--- src/rtl/stopwatch_ctrl.sv ---
// Start/stop stopwatch controller: synchronized and debounced button, IDLE/RUN/PAUSE
// sequencing, a seconds prescaler with BCD digits, and a lap hold on the display.
module stopwatch_ctrl #(
  parameter int DEBOUNCE_CYCLES = 4,
  parameter int TICK_DIV        = 10
) (
  input  logic       clock,
  input  logic       reset,
  input  logic       button,
  input  logic       switch,
  output logic [1:0] state,
  output logic       second,
  output logic       minute,
  output logic [3:0] low_sec_dig,
  output logic [2:0] high_sec_dig,
  output logic       disp_hold
);
  // state | meaning
  // IDLE  | stopped, prescaler and digits cleared
  // RUN   | prescaler counting, digits advance on each tick
  // PAUSE | prescaler and digits frozen
  typedef enum logic [1:0] {
    IDLE  = 2'b00,
    RUN   = 2'b01,
    PAUSE = 2'b10
  } state_t;

  localparam logic [7:0]  DB_LAST   = 8'(DEBOUNCE_CYCLES - 1);
  localparam logic [15:0] PRESC_MAX = 16'(TICK_DIV - 1);

  logic        btn_s1, btn_s2, sw_s1, sw_s2;
  logic        btn_db, btn_db_d, press;
  logic [7:0]  db_cnt;
  state_t      state_q, state_d;
  logic [15:0] presc_q, presc_d;
  logic [3:0]  low_q, low_d, low_lat;
  logic [2:0]  high_q, high_d, high_lat;
  logic        tick, wrap, hold_d;

  always_ff @(posedge clock or negedge reset) begin
    if (!reset) begin
      btn_s1 <= 1'b0;
      btn_s2 <= 1'b0;
      sw_s1  <= 1'b0;
      sw_s2  <= 1'b0;
    end else begin
      btn_s1 <= button;
      btn_s2 <= btn_s1;
      sw_s1  <= switch;
      sw_s2  <= sw_s1;
    end
  end

  // db_cnt counts consecutive disagreeing cycles; any agreement restarts it.
  always_ff @(posedge clock or negedge reset) begin
    if (!reset) begin
      btn_db   <= 1'b0;
      btn_db_d <= 1'b0;
      db_cnt   <= 8'd0;
      press    <= 1'b0;
    end else begin
      btn_db_d <= btn_db;
      press    <= btn_db & ~btn_db_d;
      if (btn_s2 != btn_db) begin
        if (db_cnt == DB_LAST) begin
          btn_db <= btn_s2;
          db_cnt <= 8'd0;
        end else begin
          db_cnt <= db_cnt + 8'd1;
        end
      end else begin
        db_cnt <= 8'd0;
      end
    end
  end

  always_comb begin
    state_d = state_q;
    presc_d = presc_q;
    low_d   = low_q;
    high_d  = high_q;
    tick    = 1'b0;
    wrap    = 1'b0;
    if (state_q == RUN) begin
      if (presc_q == PRESC_MAX) begin
        tick    = 1'b1;
        presc_d = 16'd0;
        if (low_q == 4'd9) begin
          low_d = 4'd0;
          if (high_q == 3'd5) begin
            high_d = 3'd0;
            wrap   = 1'b1;
          end else begin
            high_d = high_q + 3'd1;
          end
        end else begin
          low_d = low_q + 4'd1;
        end
      end else begin
        presc_d = presc_q + 16'd1;
      end
    end
    // A press on a tick edge keeps the tick's increment computed above.
    if (press) begin
      case (state_q)
        IDLE:  state_d = RUN;
        RUN:   state_d = PAUSE;
        PAUSE: begin
          if (sw_s2) begin
            state_d = IDLE;
            presc_d = 16'd0;
            low_d   = 4'd0;
            high_d  = 3'd0;
          end else begin
            state_d = RUN;
          end
        end
        default: state_d = IDLE;
      endcase
    end
    hold_d = (state_d == RUN) && sw_s2;
  end

  always_ff @(posedge clock or negedge reset) begin
    if (!reset) begin
      state_q   <= IDLE;
      presc_q   <= 16'd0;
      low_q     <= 4'd0;
      high_q    <= 3'd0;
      second    <= 1'b0;
      minute    <= 1'b0;
      disp_hold <= 1'b0;
      low_lat   <= 4'd0;
      high_lat  <= 3'd0;
    end else begin
      state_q   <= state_d;
      presc_q   <= presc_d;
      low_q     <= low_d;
      high_q    <= high_d;
      second    <= tick;
      minute    <= wrap;
      disp_hold <= hold_d;
      // Capture the live value taken on the same edge the hold rises.
      if (hold_d && !disp_hold) begin
        low_lat  <= low_d;
        high_lat <= high_d;
      end
    end
  end

  assign state        = state_q;
  assign low_sec_dig  = disp_hold ? low_lat : low_q;
  assign high_sec_dig = disp_hold ? high_lat : high_q;

endmodule

--- config.mk ---
export PLATFORM = sky130hd
export DESIGN_NAME = stopwatch_ctrl
export DESIGN_NICKNAME = d
export VERILOG_FILES = /design/src/rtl/stopwatch_ctrl.sv
export SDC_FILE = /design/constraint.sdc
export NUM_CORES = 1
export LEC_CHECK = 0
export CAP_MARGIN = 20
export CORE_AREA = 2 2 80 59
export DETAILED_ROUTE_END_ITERATION = 8
export DIE_AREA = 0 0 82 61
export GPL_ROUTABILITY_DRIVEN = 0
export GPL_TIMING_DRIVEN = 0
export HOLD_SLACK_MARGIN = 0.06
export PLACE_DENSITY = 0.86
export SETUP_SLACK_MARGIN = 0.2
export SYNTH_ARGS = -nofsm -noshare
export SYNTH_HDL_FRONTEND = slang
export SYNTH_SLANG_ARGS = --single-unit
--- constraint.sdc ---
create_clock -name clock -period 2.9 [get_ports clock]
set_input_delay 0.58 -clock clock [delete_from_list [all_inputs] [get_ports clock]]
set_output_delay 0.58 -clock clock [all_outputs]
set_load 0.02 [all_outputs]
==> results of run 1 <==
routing by layer:
metal	vias up	global-route usage [%]	share of wire, %
li1	893	-	-
met4	0	9.05	1.4
met3	7	4.91	5.5
met1	888	30.3	47
met5	-	0	0
met2	52	33.1	46
power by group through the flow:
stage                     registers [mW]  logic (mW)  clock network [mW]
after floorplan                     1.01       0.531                   0
final                               1.03       0.799               0.418
after CTS                           1.02       0.799               0.428
after detailed placement            1.03       0.797                   0
after global placement              1.02       0.764                   0
after global routing                1.05       0.889               0.450
cells in the final DEF, fill, tap and decap left out, types with 3 or more instances in the layout:
cell type and n:
inv_1 4, nor2_1 30, nor3_1 4, clkdlybuf4s50_1 14, o31ai_1 6, nand3_1 15, clkbuf_8 5, and3_1 3
mux2_2 8, a21oi_1 12, a31oi_1 5, or4_4 5, xnor2_1 10, ha_1 3, nand4_1 4, xor2_1 8
clkbuf_1 5, nor4_1 5, dfrtp_1 50, or4_1 5, o21ai_0 7, nor2b_1 3, nand2_1 11, nand2b_1 4
path summary, 6_finish.rpt:
| kind | depth (start not counted) | end | slack [ns] |
|---|---|---|---|
| worst min register to register | 0 | sw_s2$_DFF_PN0_ | 0.37 |
| worst min-delay path | 1 | presc_q[2]$_DFF_PN0_ | 0.16 |
| min in group clock | 0 | sw_s2$_DFF_PN0_ | 0.37 |
| worst max-delay path | 3 | high_sec_dig[2] | 0.30 |
| worst max register to register | 5 | low_lat[2]$_DFFE_PN0P_ | 0.50 |
| max in group asynchronous | 2 | low_lat[2]$_DFFE_PN0P_ | 2.25 |
sequential cells by signal (all words and copies together), names as in the netlist, 2 cells and up:
| name | cells |
|---|---|
| high_q | 3 |
| presc_q | 16 |
| low_q | 4 |
| db_cnt | 8 |
| state | 2 |
| low_lat | 4 |
| high_lat | 3 |
cell families after synthesis:
group           after synthesis  share of synthesized area, %
buf+inv                      10                          1.88
xor+xnor                     18                          6.58
simple gates                103                          24.1
mux                           8                          3.76
compound gates               38                          9.97
flops                        50                          52.2
fa+ha+maj                     3                          1.57
per-stage QoR:
step,area (µm²),std cells,worst slack (ns),TNS (ns)
after CTS,2730,309,0.265,0
after global routing,2730,310,0.202,0
after global placement,2620,300,-0.142,-6.97
after detailed placement,2630,301,0.491,0
final,2730,310,0.300,0
after floorplan,2400,230,0.734,0
critical path: cells and delay by family, from the launching register on:
kind | cells | cell delay [ns]
mux | 1 | 0.40
buf+inv | 2 | 0.95
flops | 1 | 0.36
cell type report:
cell class | count | area share, %
buffer | 6 | 1.10
clock buffer | 5 | 2.52
clock inverter | 3 | 0.916
inverter | 4 | 0.549
multi-input combinational | 170 | 40.3
sequential | 50 | 45.8
tap | 55 | 2.52
timing repair buffer | 17 | 6.32
==> summary.md, run 1 <==
| Metric | Value |
|---|---|
| Status | `completed` |
| Area Overhead vs Synth | `14.0%` |
| Nets@finish | `261` |
| Final Setup Violations | `0` |
| Most frequent cell after synthesis | `dfrtp_1` |
| Sw frac | `38.3%` |
| Wire per inst | `15.2 µm` |
| Crit-path cells | `clkbuf_1 -> mux2_2 -> clkdlybuf4s50_1` |
| Post-synth EDFFs | `0` |
| Top cells by count, synth | `50 x dfrtp_1, 30 x nor2_1, 15 x nand3_1` |
| Total power | `2.24 mW` |
| Layout cells sized above 1 | `11.0%` |
| Clock buffer depth | `2` |
| Tot GR Track Use | `21.7%` |
| Biggest area consumer among synthesized cells | `dfrtp_1` |
| Post-synthesis sequential area ratio | `52.2%` |
| Flop pwr share | `45.7%` |
| Fin Clk Skew | `0.00716 ns` |
| Max-cap violations | `0` |
| Largest net degree at the start of global routing | `37` |
| Clk network pwr share | `18.7%` |
| TritonCTS Sinks | `50` |
| TritonCTS clock tree | `yes` |
| Mapped Cells | `230` |
| Worst IR Drop VDD | `0.580 mV` |
| Main synth FF type | `dfrtp_1` |
| Iter 0 DRT Violations | `142` |
| CP startpoint kind | `flop` |
| Via count | `1840` |
| Leakage | `1.13 nW` |
| # rows | `20` |
| Die H | `61 µm` |
| Crit end category | `output port` |
| First-pass GRT wire length | `8040 µm` |
| Period minus WS final | `2.60 ns` |
| Avg Cell Area, Syn | `10.4 µm²` |
| Worst Setup SP | `disp_hold$_DFF_PN0_` |
| Initial antenna violation count | `0` |
| Start of the worst register-to-register path | `disp_hold$_DFF_PN0_` |
| Vias in the first global route | `1737` |
| PortBufs | `15` |
| Starting Density | `57.0%` |
| Critical path's slowest cell | `clkdlybuf4s50_1` |
| Crit path max fanout | `9` |
| Period utilization | `89.7%` |
| Clock Latency Late Sink | `0.31 ns` |
| Post-synthesis register bit count | `50` |
| Worst-margin pin slew | `1.12 ns` |
| Number of hold buffers added after cts | `0` |
| Core area | `4200 µm²` |
| Fmax | `385 MHz` |
| WP data required | `2.32 ns` |
| Register Area | `1250 µm²` |
| DRC violations left | `0` |
| GRT overflow | `0` |
| P_sw | `0.859 mW` |
| Post-Route WL | `4700 µm` |
| Die area | `5000 µm²` |
| # Post-CTS Setup Buffers | `0` |
| Ys async rst share | `100%` |
| Internal power | `1.38 mW` |
| WP data arrival | `2.02 ns` |
| Post-Syn Area | `2400 µm²` |
| Max Slew Vio Count | `0` |
| CTS buffer count | `5` |
| Multi-input logic area | `1100 µm²` |
| Post-CTS Resized | `0` |
| Post-DR vias/cell | `5.94` |
| Number of diodes | `0` |
| Clock root buffer | `clkbuf_8` |
| Largest cells by area after synthesis | `dfrtp_1 52%, nor2_1 4.7%, mux2_2 3.8%` |
| Synth cell types | `40` |
| P per Cell Area | `821 nW/µm²` |
| Synth warn | `0` |
| DR pass1 iterations | `4` |
| Max_slew headroom | `24.5%` |
| Net Count, Synth | `237` |
| Largest stage delay, worst path | `0.54 ns` |
| Dpl hpwl | `3400 µm` |
| Synth top area share | `52.2%` |
| Fin. Hold Viols | `0` |
| CP Class | `reg -> out` |
| # IOs | `16` |
| ANT nets after route | `0` |
| Die Width | `82 µm` |
| RSZ-0062 raised after global routing | `no` |
| Util after Layout | `65.0%` |
| Hold WS | `0.157 ns` |
| Fillers | `344` |
| Combinational power share | `35.6%` |
| Hold Crit Class | `in -> async` |
| H-tree levels | `2` |
| Clock-pin slew on the worst setup and hold paths | `0.10 ns` |
Power figures use the tool's default switching activity.
==> run 2, diff against run 1 <==
--- a/config.mk
+++ b/config.mk
@@ -6,13 +6,15 @@
 export NUM_CORES = 1
 export LEC_CHECK = 0
 export CAP_MARGIN = 20
-export CORE_AREA = 2 2 80 59
+export CELL_PAD_IN_SITES_DETAIL_PLACEMENT = 1
+export CELL_PAD_IN_SITES_GLOBAL_PLACEMENT = 2
+export CORE_AREA = 3 3 99 73
 export DETAILED_ROUTE_END_ITERATION = 8
-export DIE_AREA = 0 0 82 61
+export DIE_AREA = 0 0 102 76
 export GPL_ROUTABILITY_DRIVEN = 0
 export GPL_TIMING_DRIVEN = 0
 export HOLD_SLACK_MARGIN = 0.06
-export PLACE_DENSITY = 0.86
+export PLACE_DENSITY = 0.82
 export SETUP_SLACK_MARGIN = 0.2
 export SYNTH_ARGS = -nofsm -noshare
 export SYNTH_HDL_FRONTEND = slang
==> run 2 against run 1 <==
Clock power is 18% higher. Critical endpoint is now low_sec_dig[0]. Cell count grew 7.7%. Highest routed layer unchanged. First-iteration DRC count is 66% lower. Maximum frequency up 6.7%. Clock-buffer cell count rose by 1. Non-clock buffer count up 1. Design area rose by 2.0%. Via count shrank 2.3%.
==> summary.md, run 2 (synthesis gave the netlist of run 1 again) <==
| Metric | Value |
|---|---|
| Clock buffer depth | `2 (unchanged)` |
| TritonCTS Sinks | `50 (unchanged)` |
| Top reg by flops | `presc_q` |
| # rows | `24 (+20%)` |
| Worst-margin pin slew | `0.588 ns (-0.528 ns)` |
| Layout cells sized above 1 | `11.3% (+0.35 points)` |
| Crit end category | `output port` |
| Die H | `76 µm (+25%)` |
| CP Class | `reg -> out` |
| PortBufs | `15 (unchanged)` |
| Leakage | `1.14 nW (+1.3%)` |
| Tot GR Track Use | `15.9% (-5.7 points)` |
| Util after Layout | `44.6% (-20 points)` |
| Wire per inst | `16.7 µm (+10%)` |
| Fillers | `695 (+100%)` |
| Post-route non-filler standard cell count | `334 (+7.7%)` |
| GRT overflow | `0 (unchanged)` |
| Total power | `2.34 mW (+4.3%)` |
| Vias in the first global route | `1875 (+7.9%)` |
| Cells after DPL | `326 (+8.3%)` |
| Largest registers | `presc_q: 16 flops, db_cnt: 8 flops` |
| Post-Route WL | `5570 µm (+19%)` |
| WP data arrival | `1.86 ns (-0.16 ns)` |
| Commonest cells after routing, fill and taps aside | `50 x dfrtp_1, 30 x nor2_1, 15 x nand3_1` |
| RSZ-0062 raised after global routing | `no` |
| Initial antenna violation count | `0 (unchanged)` |
| Area Overhead vs Synth | `16.3%` |
| First-pass GRT wire length | `9720 µm (+21%)` |
| CP startpoint kind | `flop` |
| Worst Slack Setup Final | `0.463 ns (+0.163 ns)` |
| Max-cap violations | `0 (unchanged)` |
| # IOs | `16 (unchanged)` |
| Period minus WS final | `2.44 ns (-0.163 ns)` |
| Crit path max fanout | `9 (unchanged)` |
| Die Width | `102 µm (+24%)` |
| Commonest non-fill, non-tap cell in the layout | `dfrtp_1` |
| DR pass1 iterations | `4 (unchanged)` |
| H-tree levels | `2 (unchanged)` |
| Die area | `7750 µm² (+55%)` |
| DRC violations left | `0 (unchanged)` |
| Largest register FFs | `16 (unchanged)` |
| P per Cell Area | `840 nW/µm² (+2.3%)` |
| Clock Latency Late Sink | `0.30 ns (about the same)` |
| Hold Crit Class | `in -> async` |
| Fmax | `410 MHz (+6.7%)` |
| Largest net degree at the start of global routing | `30 (-19%)` |
| Max_slew headroom | `60.2% (+36 points)` |
| Post-DR vias/cell | `5.38 (-9.3%)` |
| Period utilization | `84.0% (-5.6 points)` |
| Number of diodes | `0 (unchanged)` |
| Placement Setup Slack | `0.539 ns (+0.0486 ns)` |
| Via count | `1798 (-2.3%)` |
| Iter 0 DRT Violations | `48 (-66%)` |
| Nets@finish | `262 (+0.38%)` |
| Worst IR Drop VDD | `0.329 mV (-43%)` |
| Number of hold buffers added after cts | `0 (unchanged)` |
| Dpl hpwl | `4060 µm (+20%)` |
| ANT nets after route | `0 (unchanged)` |
| Max Slew Vio Count | `0 (unchanged)` |
| WP data required | `2.32 ns (about the same)` |
| Post-placement cell area | `2680 µm² (+1.7%)` |
| Final Setup Violations | `0 (unchanged)` |
| Status | `completed` |
| Fin. Hold Viols | `0 (unchanged)` |
| Worst reg-to-reg setup slack | `0.57 ns (+0.07 ns)` |
| Clock root buffer | `clkbuf_8` |
| TritonCTS clock tree | `yes` |
| Final instance area | `2790 µm² (+2.0%)` |
| Core area | `6250 µm² (+49%)` |
| Starting Density | `38.4% (-19 points)` |
| CTS buffer count | `5 (unchanged)` |
| # Post-CTS Setup Buffers | `0 (unchanged)` |
| Fin Clk Skew | `0.00916 ns (+0.00200 ns)` |
| Post-CTS Resized | `1 (+1)` |
| Clock-pin slew on the worst setup and hold paths | `0.10 ns (about the same)` |
==> run 2: cell count changes in the layout (fill, tap and decap cells not counted) <==
cell	change
buf_2	+1
clkbuf_4	-1
clkdlybuf4s15_2	+1
bufinv_16	+1
clkbuf_2	+1
clkinv_4	-1
inv_6	-1
==> run 2: final timing paths <==
path | cells past startpoint | endpoint | start
worst max-delay path | 3 | low_sec_dig[0] | disp_hold$_DFF_PN0_
worst min-delay path | 1 | low_lat[1]$_DFFE_PN0P_ | reset
worst max register to register | 5 | presc_q[2]$_DFF_PN0_ | presc_q[9]$_DFF_PN0_
worst min register to register | 0 | sw_s2$_DFF_PN0_ | sw_s1$_DFF_PN0_
max in group asynchronous | 2 | db_cnt[0]$_DFF_PN0_ | reset
min in group clock | 0 | sw_s2$_DFF_PN0_ | sw_s1$_DFF_PN0_
==> run 2: layout make-up <==
class                   instances  area [µm²]  share of cell area [%]
inverters                       4        15.0                   0.539
repair buffers                 18         181                    6.51
clock inverters                 2        37.5                    1.35
plain buffers                   6        31.3                    1.12
multi-input cells             170        1100                    39.5
clock buffers                   6        72.6                    2.60
flip-flops and latches         50        1250                    44.9
well taps                      78        97.6                    3.50
==> run 2: critical path, cell delays in order, from the launching register on <==
cell and delay, ns:
dfrtp_1 0.39, clkbuf_2 0.22, o21ai_0 0.28, clkdlybuf4s50_1 0.66
==> run 2: per-stage QoR <==
step	hold WS [ns]	TNS, ns
final	0.252	0
after global routing	0.289	0
after detailed placement	0.337	0
after CTS	0.269	0
after global placement	0.333	-15.35
after floorplan	0.284	0
==> run 2: where the power goes <==
group | leakage, nW | internal (mW) | switching [mW]
sequential | 0.655 | 0.855 | 0.172
combinational | 0.434 | 0.362 | 0.458
clock | 0.0514 | 0.258 | 0.236
==> run 2: routing by layer <==
| metal | GRT usage [%] | wire (µm) | vias up |
|---|---|---|---|
| li1 | - | - | 883 |
| met4 | 3.93 | 63 | 0 |
| met5 | 0 | 0 | - |
| met1 | 24.9 | 3070 | 889 |
| met2 | 22.6 | 2320 | 19 |
| met3 | 3.02 | 121 | 7 |
==> run 3, diff against run 2 <==
==> constraint.sdc (replaced) <==
create_clock -name clock -period 2.45 [get_ports clock]
set_input_delay 0.49 -clock clock [delete_from_list [all_inputs] [get_ports clock]]
set_output_delay 0.49 -clock clock [all_outputs]
set_load 0.02 [all_outputs]
==> run 3 against run 2 <==
Cell count grew 0.60%. Global-route usage is essentially flat. Register-to-register slack worse by 0.36 ns. Clock-buffer cell count stayed put. First-iteration DRC count up 13%. Critical endpoint is now low_lat[2]$_DFFE_PN0P_. Largest power group unchanged.
==> summary.md, run 3 (synthesis gave the netlist of run 1 again) <==
| Metric | Value |
|---|---|
| Clock root buffer | `clkbuf_8` |
| Largest register FFs | `16 (unchanged)` |
| End of the critical path | `low_lat[2]$_DFFE_PN0P_` |
| # rows | `24 (unchanged)` |
| FF-to-FF End | `low_lat[2]$_DFFE_PN0P_` |
| TritonCTS clock tree | `yes` |
| Crit path max fanout | `10 (+1)` |
| Commonest non-fill, non-tap cell in the layout | `dfrtp_1` |
| Iter 0 DRT Violations | `54 (+13%)` |
| Clock buffer depth | `2 (unchanged)` |
| Via count | `1832 (+1.9%)` |
| Post-DR vias/cell | `5.45 (+1.3%)` |
| Layout cells sized above 1 | `14.7% (+3.4 points)` |
| Number of hold buffers added after cts | `0 (unchanged)` |
| CP startpoint kind | `flop` |
| Vias in the first global route | `1884 (+0.48%)` |
| Top reg by flops | `presc_q` |
| Die H | `76 µm (unchanged)` |
| Start of the worst register-to-register path | `presc_q[13]$_DFF_PN0_` |
| Clock-pin slew on the worst setup and hold paths | `0.10 ns (about the same)` |
| Leakage | `1.20 nW (+5.4%)` |
| PortBufs | `15 (unchanged)` |
| Setup TNS | `0 ns (unchanged)` |
| RSZ-0062 raised after global routing | `yes` |
| Internal power | `1.74 mW (+18%)` |
| Die Width | `102 µm (unchanged)` |
| CTS buffer count | `5 (unchanged)` |
| WP data required | `2.68 ns (+0.36 ns)` |
| Flop pwr share | `44.0% (about the same)` |
| Fin. Hold Viols | `0 (unchanged)` |
| Starting Density | `38.4% (unchanged)` |
| Util after Layout | `45.2% (+0.56 points)` |
| Core area | `6250 µm² (unchanged)` |
| CP Class | `reg -> reg` |
| P_sw | `1.05 mW (+21%)` |
| H-tree levels | `2 (unchanged)` |
| Period utilization | `91.5%` |
| WP data arrival | `2.47 ns (+0.61 ns)` |
| Worst IR Drop VDD | `0.419 mV (+28%)` |
| Dpl hpwl | `4060 µm (unchanged)` |
| FF-to-FF path depth | `5 (unchanged)` |
| Area Overhead vs Synth | `17.7%` |
| Period minus WS final | `2.24 ns` |
| Nets@finish | `264 (+0.76%)` |
| Final Setup Violations | `0 (unchanged)` |
| Die area | `7750 µm² (unchanged)` |
| Clk network pwr share | `21.2% (about the same)` |
| Register Area | `1250 µm² (+0.20%)` |
| Post-Route WL | `5700 µm (+2.3%)` |
| Max_slew headroom | `57.0% (-3.2 points)` |
| GRT overflow | `0 (unchanged)` |
| DRC violations left | `0 (unchanged)` |
| Commonest cells after routing, fill and taps aside | `48 x dfrtp_1, 30 x nor2_1, 15 x nand3_1` |
| ANT nets after route | `0 (unchanged)` |
| TritonCTS Sinks | `50 (unchanged)` |
| Crit end category | `flop` |
| Fin Clk Skew | `0.00819 ns (-0.000970 ns)` |
| Clock Latency Late Sink | `0.31 ns (about the same)` |
| Combinational power share | `34.8% (-0.2 points)` |
| Sw frac | `37.6% (+0.60 points)` |
| Fmax | `446 MHz` |
| Status | `completed` |
| First-pass GRT wire length | `9730 µm (about the same)` |
| DR pass1 iterations | `4 (unchanged)` |
| Number of diodes | `0 (unchanged)` |
| Fillers | `698 (+0.43%)` |
| Largest net degree at the start of global routing | `30 (unchanged)` |
| Wire per inst | `17.0 µm (+1.7%)` |
| Max-cap violations | `0 (unchanged)` |
| Multi-input logic area | `1120 µm² (+1.6%)` |
| # IOs | `16 (unchanged)` |
| Max Slew Vio Count | `0 (unchanged)` |
| Worst-margin pin slew | `0.643 ns (+0.0554 ns)` |
| Initial antenna violation count | `0 (unchanged)` |
| Worst reg-to-reg setup slack | `0.21 ns (-0.36 ns)` |
| Worst Setup SP | `presc_q[13]$_DFF_PN0_` |
| Tot GR Track Use | `16.0% (+0.019 points)` |
| Largest registers | `presc_q: 16 flops, db_cnt: 8 flops` |
| Hold Crit Class | `in -> async` |
| P per Cell Area | `985 nW/µm² (+17%)` |
[run 3: cell count changes in the layout (fill, tap and decap cells not counted), moves of 2 or more]
cell	before	now
dlygate4sd2_1	0	6
clkdlybuf4s50_1	14	7
clkbuf_1	5	3
dfrtp_1	50	48
buf_4	0	2
dfrtp_2	0	2
[run 3: how the worst min path moves through the flow]
| stage | startpoint | end | slack [ns] | cells past startpoint |
|---|---|---|---|---|
| after global routing | reset | low_lat[1]$_DFFE_PN0P_ | 0.20 | 1 |
| after global placement | sw_s1$_DFF_PN0_ | sw_s2$_DFF_PN0_ | 0.33 | 0 |
| final | reset | low_lat[1]$_DFFE_PN0P_ | 0.17 | 1 |
| after floorplan | reset | btn_db$_DFFE_PN0P_ | 0.19 | 0 |
| after CTS | reset | low_lat[1]$_DFFE_PN0P_ | 0.18 | 1 |
| after detailed placement | sw_s1$_DFF_PN0_ | sw_s2$_DFF_PN0_ | 0.34 | 0 |
[run 3: what timing repair did]
| item | CTS | global route |
|---|---|---|
| pin swaps | 0 | 1 |
| gates resized for setup | 10 | 8 |
| endpoints found under the setup margin | 26 | 24 |
| buffers inserted | 2 | 0 |
[run 3: power groups by stage]
stage / clock (mW) / sequential, mW / combinational (mW)
2_1_floorplan: 0 / 1.20 / 0.628
3_3_place_gp: 0 / 1.22 / 0.945
3_5_place_dp: 0 / 1.23 / 0.978
4_1_cts: 0.601 / 1.22 / 0.967
5_1_grt: 0.643 / 1.26 / 1.09
6_report: 0.590 / 1.22 / 0.969
[run 3: critical path: stages, from the launching register on]
cell and delay (ns):
dfrtp_2 0.45, or4_4 0.56, or3_4 0.35, buf_6 0.15, or4_4 0.48, a31oi_1 0.18
[run 3: per-layer routing]
metal  track usage (%)  vias to the layer above  wire, µm  part of all wire (%)
li1                  -                      887         -                     -
met1              24.9                      913      3050                    53
met2              22.7                       25      2450                    43
met3              3.02                        7       159                   2.8
met4              3.93                        0        51                  0.89
met5                 0                        -         0                     0
[run 3: cell type report]
cell class	count	share of cell area, %
sequential	50	44.4
clock buffer	6	2.57
buffer	6	1.29
clock inverter	2	1.33
multi-input combinational	170	39.6
inverter	4	0.532
timing repair buffer	20	6.78
tap	78	3.46
[run 3: through the flow]
step           cells  worst slack, ns  power [mW]  hold slack, ns  instance area [µm²]
3_5_place_dp     326           0.0999        2.21           0.337                 2680
2_1_floorplan    230            0.284        1.82           0.194                 2400
3_3_place_gp     323           -0.671        2.16           0.333                 2650
4_1_cts          336            0.126        2.79           0.179                 2800
6_report         336            0.209        2.78           0.167                 2820
5_1_grt          336            0.133        2.99           0.201                 2820
